==> config.mk <==
export PLATFORM = sky130hd
export DESIGN_NAME = switch_adder
export DESIGN_NICKNAME = d
export VERILOG_FILES = /design/src/rtl/switch_adder_pkg.sv /design/src/rtl/full_adder.sv /design/src/rtl/switch_adder.sv
export SDC_FILE = /design/constraint.sdc
export NUM_CORES = 1
export LEC_CHECK = 0
export CAP_MARGIN = 20
export CORE_AREA = 2 2 39 41
export DETAILED_ROUTE_END_ITERATION = 6
export DIE_AREA = 0 0 41 43
export DONT_BUFFER_PORTS = 1
export GPL_ROUTABILITY_DRIVEN = 0
export HOLD_SLACK_MARGIN = 0.08
export PLACE_DENSITY_LB_ADDON = 0.08
export SYNTH_ARGS = -nofsm -noshare
export SYNTH_HDL_FRONTEND = slang
export SYNTH_SLANG_ARGS = --single-unit
export TNS_END_PERCENT = 100
==> constraint.sdc <==
create_clock -name CLOCK_50 -period 4.8 [get_ports CLOCK_50]
set_clock_uncertainty 0.15 [all_clocks]
set_input_delay 0.96 -clock CLOCK_50 [delete_from_list [all_inputs] [get_ports CLOCK_50]]
set_output_delay 0.96 -clock CLOCK_50 [all_outputs]
set_load 0.01 [all_outputs]
==> src/rtl/switch_adder_pkg.sv <==
// switch_adder_pkg: shared width, mode encoding and SW field positions for switch_adder
package switch_adder_pkg;
    localparam int WIDTH_C  = 4;
    localparam logic MODE_ADD = 1'b0;
    localparam logic MODE_SUB = 1'b1;
    localparam int A_LSB    = 0;
    localparam int B_LSB    = 4;
    localparam int CI_BIT   = 8;
    localparam int MODE_BIT = 9;
    typedef logic [WIDTH_C-1:0] operand_t;
endpackage

==> src/rtl/full_adder.sv <==
// full_adder: one-bit full adder cell (a, b, ci -> s, co)
module full_adder (
    input  logic a,
    input  logic b,
    input  logic ci,
    output logic s,
    output logic co
);
    assign s  = a ^ b ^ ci;
    assign co = (a & b) | (ci & (a ^ b));
endmodule

==> src/rtl/switch_adder.sv <==
// switch_adder: registered 4-bit ripple add/subtract from SW to LEDR, 2-cycle latency
//   CLOCK_50 in  clock; reset in sync active-high
//   SW   in  [3:0]=A [7:4]=B [8]=carry/borrow-in [9]=mode (0 add, 1 sub)
//   LEDR out [3:0]=result [4]=carry-out [5]=signed overflow [8:6]=0 [9]=mode
//   SWITCH_ADDER_OVF_EN: when defined, LEDR[5] carries the overflow flag; otherwise 0
module switch_adder
    import switch_adder_pkg::*;
(
    input  logic       CLOCK_50,
    input  logic       reset,
    input  logic [9:0] SW,
    output logic [9:0] LEDR
);
    operand_t a_q, b_q, b_x, sum;
    logic ci_q, mode_q, sub, ovf;
    logic [WIDTH_C:0] c;
    always_ff @(posedge CLOCK_50) begin
        if (reset) begin
            a_q    <= '0;
            b_q    <= '0;
            ci_q   <= 1'b0;
            mode_q <= MODE_ADD;
        end else begin
            a_q    <= SW[A_LSB +: WIDTH_C];
            b_q    <= SW[B_LSB +: WIDTH_C];
            ci_q   <= SW[CI_BIT];
            mode_q <= SW[MODE_BIT];
        end
    end
    // Subtract reuses the adder: A + ~B + ~ci equals A - B - ci
    assign sub  = (mode_q == MODE_SUB);
    assign b_x  = b_q ^ {WIDTH_C{sub}};
    assign c[0] = ci_q ^ sub;
    for (genvar i = 0; i < WIDTH_C; i++) begin : g_fa
        full_adder u_fa (.a(a_q[i]), .b(b_x[i]), .ci(c[i]), .s(sum[i]), .co(c[i+1]));
    end
`ifdef SWITCH_ADDER_OVF_EN
    assign ovf = c[WIDTH_C-1] ^ c[WIDTH_C];
`else
    assign ovf = 1'b0;
`endif
    always_ff @(posedge CLOCK_50) begin
        if (reset) LEDR <= '0;
        else       LEDR <= {mode_q, 3'b000, ovf, c[WIDTH_C], sum};
    end
endmodule

[Yosys cells after proc, flatten, opt, wreduce, memory -nomap -nowiden]
Cells that the tools add are included.
Widths: inputs -> output; s select.
Word-level totals
  input bits: 12
  register bits after elaboration: 20
  output and inout port bits: 10
Cells by class
  bitwise gates (word level): 22
Operators with widths (count)
  $xor 1x1->1: 9
  $and 1x1->1: 8
  $or 1x1->1: 4
  $xor 4x4->4: 1

[Logic depth before layout (Yosys ltp)]
Gate-level depths: netlist of the first run.
  depth after elaboration: 10
  gate-level depth with buffers: 8
  mapped depth without buffers: 7

[Cells and area by module]
Synthesis of the first run repeated with hierarchy kept, for this count alone.
Unflattened totals
  cell total of the unflattened synthesis: 48
  area total of the unflattened synthesis: 629.4 um2
By module, submodules not included
  switch_adder: seq. area each 320.3 um2, instances 1, area an instance 549.3 um2, cells an instance 44
  full_adder: seq. area each 0.0 um2, instances 4, area an instance 20.0 um2, cells an instance 1

[Least setup slack after synthesis of the first run]
OpenSTA, ideal clock, no wires.
  path kind: reg2reg
  start point: register mode_q
  end point: register LEDR[3]
  clock period less this slack: 2.562 ns
  stages on the path, launching flop included: 9
  path slack: 2.238 ns
  required time: 4.536 ns
  buffers on the path: 1
  data arrival time: 2.298 ns
  path through: dfxtp_1 > buf_4 > xnor2_1 > fa_1 > fa_1 > fa_1 > inv_1 > fa_1 > nor2b_2
On the way
  longest elaborated chain between the ends: 9
  elaborated cells between the ends (all ways): 16
  classes of those cells: bitwise: 16
RTL lines
  from (decl): line switch_adder.sv:15  | logic ci_q, mode_q, sub, ovf;
  from (signal assigned): line switch_adder.sv:27  | mode_q <= SW[MODE_BIT];
  $xor 4x4->4: line switch_adder.sv:32  | assign b_x = b_q ^ {WIDTH_C{sub}};
  $xor 1x1->1: line full_adder.sv:10  | assign co = (a & b) | (ci & (a ^ b));
  $and 1x1->1: line full_adder.sv:10
  $or 1x1->1: line full_adder.sv:10
  $and 1x1->1: line full_adder.sv:10
  $or 1x1->1: line full_adder.sv:10
  $and 1x1->1: line full_adder.sv:10
  $or 1x1->1: line full_adder.sv:10
  $xor 1x1->1 (*): line full_adder.sv:9  | assign s = a ^ b ^ ci;
  named net g_fa[3].u_fa.s: line full_adder.sv:6  | output logic s,
  to (signal assigned): line switch_adder.sv:44  | else LEDR <= {mode_q, 3'b000, ovf, c[WIDTH_C], sum};
  to (decl): line switch_adder.sv:12  | output logic [9:0] LEDR
The timed path passes the listed nets; every way through them passes the cells marked *.
A chain may end at the register's enable or synchronous reset.

[Worst setup path in the final report of the first run]
Same ends and word-level chain as after synthesis.

==> results of run 1 <==
## power by group
part / switching [µW] / internal, µW
combinational: 10.1 / 12.9
clock: 36.8 / 29.1
sequential: 7.55 / 144
total: 54.4 / 186
## metrics by stage
stage	util [%]	hold slack (ps)	cell area [µm²]	total power, µW	setup slack [ps]
2_1_floorplan	-	416	641	179	2240
3_3_place_gp	44.2	435	612	176	2130
3_5_place_dp	44.2	453	612	178	2100
4_1_cts	45.8	468	634	244	2080
5_1_grt	45.8	496	634	254	1980
6_report	45.8	458	634	240	2110
## worst reg2reg max path, delay by kind of cell (launching register included)
kind	cells	cell delay [ps]
AND/OR/NAND/NOR	1	150
buffers and inverters	1	70
XOR/XNOR	1	150
flip-flops	1	490
adder cells (fa/ha/maj)	4	1590
## cell usage in the layout, fill, tap and decap left out
cell      count
and2b_1       6
clkbuf_4      3
conb_1        4
dfxtp_1      16
fa_1          4
inv_1         4
nor2_1        3
nor2b_2       7
xnor2_1       4
xor2_1        1
## kinds of logic after synthesis
kind of cell / after synthesis / synth area share [%]
xor gates and xnor gates: 5 / 6.96
adders and majority gates: 4 / 12.7
buffers and inverters: 10 / 10.1
DFF: 16 / 50.9
other: 1 / 0.596
and+or+nand+nor: 16 / 18.7
## cell type report
class	count	area (µm²)	share of cell area (%)
sequential	16	320	50.5
inverter	4	15.0	2.37
multi-input combinational	29	256	40.4
tap	16	20.0	3.16
clock buffer	3	22.5	3.55
## worst max path at each step
stage / startpoint / endpoint / slack (ps) / cells after the start
after floorplan: mode_q / LEDR[3] / 2240 / 8
after global placement: mode_q / LEDR[3] / 2130 / 7
after detailed placement: mode_q / LEDR[3] / 2100 / 7
after CTS: mode_q / LEDR[3] / 2080 / 7
after global routing: mode_q / LEDR[3] / 1980 / 7
final: mode_q / LEDR[3] / 2110 / 7
## layer usage
| layer | track usage, % | wire, µm | vias to the layer above |
|---|---|---|---|
| met2 | 13.1 | 337 | 15 |
| li1 | - | - | 141 |
| met1 | 10.0 | 258 | 119 |
| met5 | 0 | 0 | - |
| met4 | 10.0 | 26 | 0 |
| met3 | 5.24 | 71 | 4 |
## sequential cells by signal, indices dropped and copies added, names as in the netlist
| name | flops |
|---|---|
| mode_q | 1 |
| a_q | 4 |
| ci_q | 1 |
| b_q | 4 |
| LEDR | 6 |
==> key figures, run 1 <==
Power
  – Static Leak: 0.000275 µW
  – Cell area power density: between 300 and 400 nW/µm²
  – Peak VDD IR: 0.195 mV

Clocking
  – CTS tree: done
  – Cts hold-fix bufs: 0
  – CTS HTree Levels: 1
  – Clock transition at path regs: 80 ps
  – Clock Latency Late Sink: 270 ps
  – CTS buffer count: 3
  – Resized cells post-CTS: 0
  – Sink Count: 16
  – Deepest clock path buffer count: 2
  – Root buffer cell: clkbuf_4
  – # Post-CTS Setup Buffers: 0

Floorplanning
  – Die width: roughly 41 µm
  – Placeable core region: 1380 µm²
  – Initial Util: 45.5%
  – I/O pins: 22
  – Die ar.: 1760 µm²
  – Die height: 43 µm
  – Row cnt: 14

Setup path
  – Worst r2r path cells: 7
  – Nature of the critical path endpoint: flop
  – Crit path max fanout: 6
  – Worst r2r src: mode_q
  – Buffers & Inverters on Critical Path: 1
  – CP max stage cell: dfxtp_1
  – Crit path cell chain: xnor2_1 > fa_1 > fa_1 > fa_1 > inv_1 > fa_1 > nor2b_2
  – Most frequent CP cell: fa_1
  – Setup crit start kind: flop
  – RR Endpoint: LEDR[3]
  – WS Path Type: flop to flop
  – Delay-heaviest family, CP: adder cells
  – Crit-path max cell delay: roughly 490 ps
  – Worst EP arrival: 2720 ps
  – R2R Setup Slk: between 2000 and 2500 ps
  – Required time worst endpoint: 4830 ps

Synthesis
  – Fraction of registers with async set/reset: 0%
  – Synth top cells by count: dfxtp_1 (16), nor2b_2 (7), and2b_1 (6)
  – Seq/Total Area, Yosys: between 50% and 60%
  – Cell Area, Synth: 629 µm²
  – Count of unique library cells instantiated by Yosys: 11
  – Synth area leaders: dfxtp_1 (51%), fa_1 (13%), nor2b_2 (9.7%)
  – Post-synth top area share: 50.9%
  – Most common cell in the netlist: dfxtp_1
  – Mapped Avg Cell Area: between 10 and 15 µm²
  – Post-synth EDFFs: 0
  – Synth Warn #: 0
  – Post-synth top flop: dfxtp_1
  – Post-synthesis cell count: 52
  – Area leader, netlist: dfxtp_1
  – Synth Register Bits: 16

Global route
  – Initial antenna violation count: 0
  – GRT Total Usage: 9.85%
  – Largest net degree at the start of global routing: 17
  – First-pass GRT wire length: 1060 µm
  – Number of global-route vias before repair: 282
  – Total gr overflow: 0

Timing
  – Max Fclk: 0.372 GHz
  – Final setup violation count: 0
  – Fin. Hold Viols: 0
  – Unrepaired setup endpoints after global routing: no
  – Min Tclk post-route: 2690 ps
  – Final TNS setup: 0 ps
  – Slew Viols, Final: 0
  – Final period util: 55.9%

Detailed routing
  – Routed wire per std cell: 10.2 µm
  – Drt total wl: 693 µm
  – Initial drt markers: 0
  – Number of vias per cell: 4.10
  – DRT Pass-1 Iters: 1
  – Via total after detailed routing: 279
  – Post-DRT Antenna Nets: 0
  – DRC: 0

Finish
  – Filler Cell Count: 134
  – Fin nets: 70
  – Share of post-route cells with drive strength above 1: 19.2%
  – Area growth from synthesis to layout: 0.795%
  – Antenna fix cells: 0
  – Post-Layout Cell Count: 68

Worst hold path
  – Worst Hold Class: flop to flop
  – Hold path endpoint: LEDR[0]
  – Hold path startpoint: a_q[0]
  – Hold path depth: 3

Place
  – Buffers on Ports: 0
  – Dpl hpwl: 535 µm
  – Placed instance count: 65

Flow run
  – Max Cap Viol: 0

Status
  – Status: complete, no violations
Note: power is estimated with default switching activity, not from simulation.
==> inputs of run 2 (changes only) <==
==> constraint.sdc (replaced) <==
create_clock -name CLOCK_50 -period 2.2 [get_ports CLOCK_50]
set_clock_uncertainty 0.15 [all_clocks]
set_input_delay 0.44 -clock CLOCK_50 [delete_from_list [all_inputs] [get_ports CLOCK_50]]
set_output_delay 0.44 -clock CLOCK_50 [all_outputs]
set_load 0.01 [all_outputs]
==> key figures, run 2 (synthesis gave the netlist of run 1 again) <==
Status
  – Status: finished, violations left
  – Failing checks: negative setup slack

Finish
  – Antenna fix cells: 0 (unchanged)
  – Post-Layout Cell Count: 76 (+12%)
  – Area growth from synthesis to layout: 15.9%
  – Share of post-route cells with drive strength above 1: 26.7% (+7.4 points)
  – Area occupied by multi-input gates: 269 µm² (+4.9%)
  – Top flop regs: LEDR (6), a_q (4), b_q (4)
  – Most frequent cells in the layout: dfxtp_1 (15), nor2b_2 (7), and2b_1 (6), dlygate4sd3_1 (6)
  – Storage element area: 322 µm² (+0.39%)
  – Max reg flops: 6 (unchanged)
  – Fin nets: 77 (+10%)
  – Largest reg by FF count: LEDR
  – Filler Cell Count: 123 (-8.2%)
  – Commonest non-fill, non-tap cell in the layout: dfxtp_1

Timing
  – Final TNS setup: -245 ps (-245 ps)
  – Final setup violation count: 1 (+1)
  – Max Fclk: 0.409 GHz (+9.8%)
  – Fin. Hold Viols: 0 (unchanged)
  – Final period util: 111% (+55 points)
  – Min Tclk post-route: 2450 ps (-240 ps)
  – Worst Setup Slack, final: -245 ps (-2360 ps)
  – Slew Viols, Final: 0 (unchanged)
  – Unrepaired setup endpoints after global routing: yes

Global route
  – Total gr overflow: 0 (unchanged)
  – First-pass GRT wire length: 1320 µm (+25%)
  – Initial antenna violation count: 0 (unchanged)
  – Largest net degree at the start of global routing: 17 (unchanged)
  – Number of global-route vias before repair: 336 (+19%)
  – GRT Total Usage: 11.6% (+1.7 points)

Floorplanning
  – I/O pins: 22 (unchanged)
  – Die height: 43 µm (unchanged)
  – Die width: 41 µm (unchanged)
  – Placeable core region: 1380 µm² (unchanged)
  – Die ar.: 1760 µm² (unchanged)
  – Initial Util: 45.5% (unchanged)
  – Row cnt: 14 (unchanged)

Clocking
  – Clock transition at path regs: 90 ps (about the same)
  – CTS buffer count: 3 (unchanged)
  – # Post-CTS Setup Buffers: 0 (unchanged)
  – CTS HTree Levels: 1 (unchanged)
  – Sink Count: 16 (unchanged)
  – Deepest clock path buffer count: 2 (unchanged)
  – CTS tree: done
  – Cts hold-fix bufs: 6 (+6)
  – Clock Latency Late Sink: 270 ps (about the same)
  – Root buffer cell: clkbuf_4

Setup path
  – Setup crit start kind: flop
  – Required time worst endpoint: 2230 ps (-2600 ps)
  – WS Path Type: flop to flop
  – Worst EP arrival: 2470 ps (-250 ps)
  – Nature of the critical path endpoint: flop
  – Crit path max fanout: 3 (-3)

Place
  – Buffers on Ports: 0 (unchanged)
  – Placed instance count: 66 (+1.5%)
  – Dpl hpwl: 581 µm (+8.6%)
  – Pre-CTS setup slack: -261 ps (-2360 ps)

Detailed routing
  – Drt total wl: 825 µm (+19%)
  – Routed wire per std cell: 10.9 µm (+6.5%)
  – DRC: 0 (unchanged)
  – DRT Pass-1 Iters: 1 (unchanged)
  – Via total after detailed routing: 326 (+17%)
  – Number of vias per cell: 4.29 (+4.5%)
  – Post-DRT Antenna Nets: 0 (unchanged)
  – Initial drt markers: 0 (unchanged)

Power
  – Peak VDD IR: 0.306 mV (+57%)
  – Cell area power density: 794 nW/µm² (+110%)
  – Static Leak: 0.000324 µW (+18%)

Flow run
  – Max Cap Viol: 0 (unchanged)

Worst hold path
  – Worst Hold Class: primary input to flop
-- run 2: changes by cell type in the layout (fill, tap and decap cells not counted) --
| cell | previous run | this run |
|---|---|---|
| buf_4 | 0 | 1 |
| clkbuf_8 | 0 | 1 |
| dfxtp_1 | 16 | 15 |
| dfxtp_2 | 0 | 1 |
| dlygate4sd3_1 | 0 | 6 |
| fa_1 | 4 | 2 |
| fa_2 | 0 | 2 |
| xnor2_1 | 4 | 3 |
| xnor2_2 | 0 | 1 |
-- run 2: cell type report --
cell class | count | share of cell area (%)
multi-input combinational | 29 | 36.9
clock buffer | 4 | 4.97
inverter | 4 | 2.06
sequential | 16 | 44.1
tap | 16 | 2.74
timing repair buffer | 7 | 9.26
-- run 2: worst max-delay path, cell delays in order (launching register included) --
cell and delay (ps):
dfxtp_2 350, xnor2_2 150, fa_2 360, fa_2 350, fa_1 360, inv_1 70
fa_1 400, nor2b_2 150
-- run 2: repair_timing --
| action | CTS | global route |
|---|---|---|
| setup endpoints to repair | 1 | 1 |
| hold endpoints to repair | 10 | 4 |
| gates resized for setup | 1 | 0 |
-- run 2: final timing paths --
| kind | from | slack [ps] | endpoint | depth (start not counted) |
|---|---|---|---|---|
| worst max-delay path | mode_q | -250 | LEDR[3] | 7 |
| worst min-delay path | reset | 70 | LEDR[3] | 1 |
| worst max register to register | mode_q | -250 | LEDR[3] | 7 |
| worst min register to register | a_q[2] | 480 | LEDR[2] | 3 |
-- run 2: stage by stage --
| stage | instance area (µm²) | power (µW) | hold slack, ps | utilization [%] |
|---|---|---|---|---|
| 6_report | 729 | 579 | 70.0 | 52.7 |
| 5_1_grt | 729 | 615 | 39.4 | 52.7 |
| 4_1_cts | 729 | 593 | 54.2 | 52.7 |
| 3_5_place_dp | 632 | 392 | 359 | 45.7 |
| 3_3_place_gp | 632 | 391 | 358 | 45.7 |
| 2_1_floorplan | 653 | 393 | 415 | - |
-- run 2: power by group --
group | switching (µW) | internal, µW | leakage (µW)
clock | 82.5 | 101 | 0.0000210
combinational | 26.3 | 40.4 | 0.000170
sequential | 16.3 | 314 | 0.000133
-- run 2: per-layer routing --
layer	share of wire [%]	GRT usage [%]
met1	36	12.7
met5	0	0
met3	6.7	6.81
met2	57	16.9
met4	0	6.00
==> inputs of run 3 (changes only) <==
--- a/config.mk
+++ b/config.mk
@@ -6,9 +6,9 @@
 export NUM_CORES = 1
 export LEC_CHECK = 0
 export CAP_MARGIN = 20
-export CORE_AREA = 2 2 39 41
+export CORE_AREA = 4 4 41 43
 export DETAILED_ROUTE_END_ITERATION = 6
-export DIE_AREA = 0 0 41 43
+export DIE_AREA = 0 0 45 47
 export DONT_BUFFER_PORTS = 1
 export GPL_ROUTABILITY_DRIVEN = 0
 export HOLD_SLACK_MARGIN = 0.08
==> key figures, run 3 (synthesis gave the netlist of run 1 again) <==
Finish
  – Most frequent cells in the layout: dfxtp_1 (15), nor2b_2 (7), and2b_1 (6), dlygate4sd3_1 (6)
  – Post-Layout Cell Count: 75 (-1.3%)
  – Area growth from synthesis to layout: 15.7%
  – Post-layout util: 56.0% (+3.2 points)
  – Share of post-route cells with drive strength above 1: 26.7% (unchanged)
  – Antenna fix cells: 0 (unchanged)
  – Fin nets: 77 (unchanged)
  – Max reg flops: 6 (unchanged)
  – Commonest non-fill, non-tap cell in the layout: dfxtp_1
  – Top flop regs: LEDR (6), a_q (4), b_q (4)
  – Largest reg by FF count: LEDR

Floorplanning
  – Row cnt: 13 (-1)
  – I/O pins: 22 (unchanged)
  – Die ar.: 2120 µm² (+20%)
  – Placeable core region: 1300 µm² (-6.0%)
  – Die height: 47 µm (+9.3%)
  – Die width: 45 µm (+9.8%)
  – Initial Util: 48.4% (+2.9 points)

Status
  – Failing checks: negative setup slack
  – Status: finished, violations left

Place
  – Buffers on Ports: 0 (unchanged)
  – Dpl hpwl: 587 µm (+1.2%)
  – Placed instance count: 65 (-1.5%)

Timing
  – Max Fclk: 0.413 GHz (+0.93%)
  – Unrepaired setup endpoints after global routing: yes
  – Final setup violation count: 1 (unchanged)
  – Hold Slack: 69.9 ps (-0.0868 ps)
  – Fin. Hold Viols: 0 (unchanged)
  – Worst Setup Slack, final: -223 ps (+22.5 ps)
  – Final period util: 110% (-1.0 points)
  – Min Tclk post-route: 2420 ps (-22.5 ps)
  – Slew Viols, Final: 0 (unchanged)

Power
  – Cell area power density: 794 nW/µm² (about the same)
  – Static Leak: 0.000324 µW (unchanged)
  – Peak VDD IR: 0.418 mV (+36%)

Detailed routing
  – Post-DRT Antenna Nets: 0 (unchanged)
  – Initial drt markers: 0 (unchanged)
  – Via total after detailed routing: 314 (-3.7%)
  – DRT Pass-1 Iters: 1 (unchanged)
  – Drt total wl: 806 µm (-2.3%)
  – Number of vias per cell: 4.19 (-2.4%)
  – Routed wire per std cell: 10.7 µm (-1.0%)
  – DRC: 0 (unchanged)

Clocking
  – Clock transition at path regs: 90 ps (about the same)
  – CTS HTree Levels: 1 (unchanged)
  – CTS buffer count: 3 (unchanged)
  – # Post-CTS Setup Buffers: 0 (unchanged)
  – Deepest clock path buffer count: 2 (unchanged)
  – CTS tree: done
  – Root buffer cell: clkbuf_4
  – Clock Latency Late Sink: 270 ps (about the same)
  – Cts hold-fix bufs: 6 (unchanged)
  – Sink Count: 16 (unchanged)

Setup path
  – Worst r2r path cells: 7 (unchanged)
  – R2R Setup Slk: -220 ps (+20 ps)
  – Nature of the critical path endpoint: flop
  – Required time worst endpoint: 2230 ps (about the same)
  – WS Path Type: flop to flop
  – Worst EP arrival: 2450 ps (-20 ps)
  – Crit path max fanout: 3 (unchanged)
  – Critical path startpoint: mode_q
  – Setup crit start kind: flop
  – Worst r2r src: mode_q
  – CP Capture Point: LEDR[3]
  – RR Endpoint: LEDR[3]

Global route
  – Initial antenna violation count: 0 (unchanged)
  – First-pass GRT wire length: 1350 µm (+2.7%)
  – GRT Total Usage: 9.54% (-2.0 points)
  – Number of global-route vias before repair: 327 (-2.7%)
  – Total gr overflow: 0 (unchanged)
  – Largest net degree at the start of global routing: 17 (unchanged)

Worst hold path
  – Worst Hold Class: primary input to flop
  – Hold path depth: 1 (unchanged)

Flow run
  – Max Cap Viol: 0 (unchanged)
-- run 3: per-layer routing --
layer	track usage [%]	share of wire, %	vias to the layer above
met3	4.98	11	2
met5	0	0	-
met2	13.6	48	15
li1	-	-	158
met1	10.9	40	139
met4	7.02	0.62	0
-- run 3: metrics by stage --
| step | total power (µW) | setup slack, ps | instance area (µm²) | setup TNS, ps |
|---|---|---|---|---|
| after CTS | 591 | -238 | 728 | -238 |
| after floorplan | 393 | -275 | 653 | -275 |
| after detailed placement | 392 | -249 | 631 | -249 |
| final | 578 | -223 | 728 | -223 |
| after global routing | 613 | -314 | 728 | -314 |
| after global placement | 391 | -232 | 631 | -232 |
-- run 3: timing repair --
action | CTS | global route
cloned | 0 | 0
setup endpoints to repair | 1 | 1
endpoints found under the hold margin | 10 | 4
resized for setup | 1 | 0
-- run 3: power by group --
group          leakage [µW]  switching, µW  total (µW)  internal (µW)
logic              0.000170           25.2        65.1           39.9
registers          0.000133           16.5         330            314
clock network     0.0000210           82.8         183            101
total              0.000324            124         578            454
-- run 3: worst max-delay path: stages, from the launching register on --
cell     delay [ps]
dfxtp_2         350
xnor2_2         140
fa_2            360
fa_2            340
fa_1            360
inv_1            70
fa_1            390
nor2b_2         150
-- run 3: area by class of cell --
type                    instances  area [µm²]
fillers                       129         573
multi-input cells              29         269
flip-flops and latches         16         322
repair buffers                  7        67.6
well taps                      15        18.8
clock buffers                   4        36.3
inverters                       4        15.0
-- run 3: worst min path at each step --
stage                     startpoint  endpoint
after global routing           reset   LEDR[3]
after floorplan                SW[0]    a_q[0]
after CTS                      reset   LEDR[1]
final                          reset   LEDR[3]
after detailed placement       reset    a_q[2]
after global placement         reset   LEDR[4]
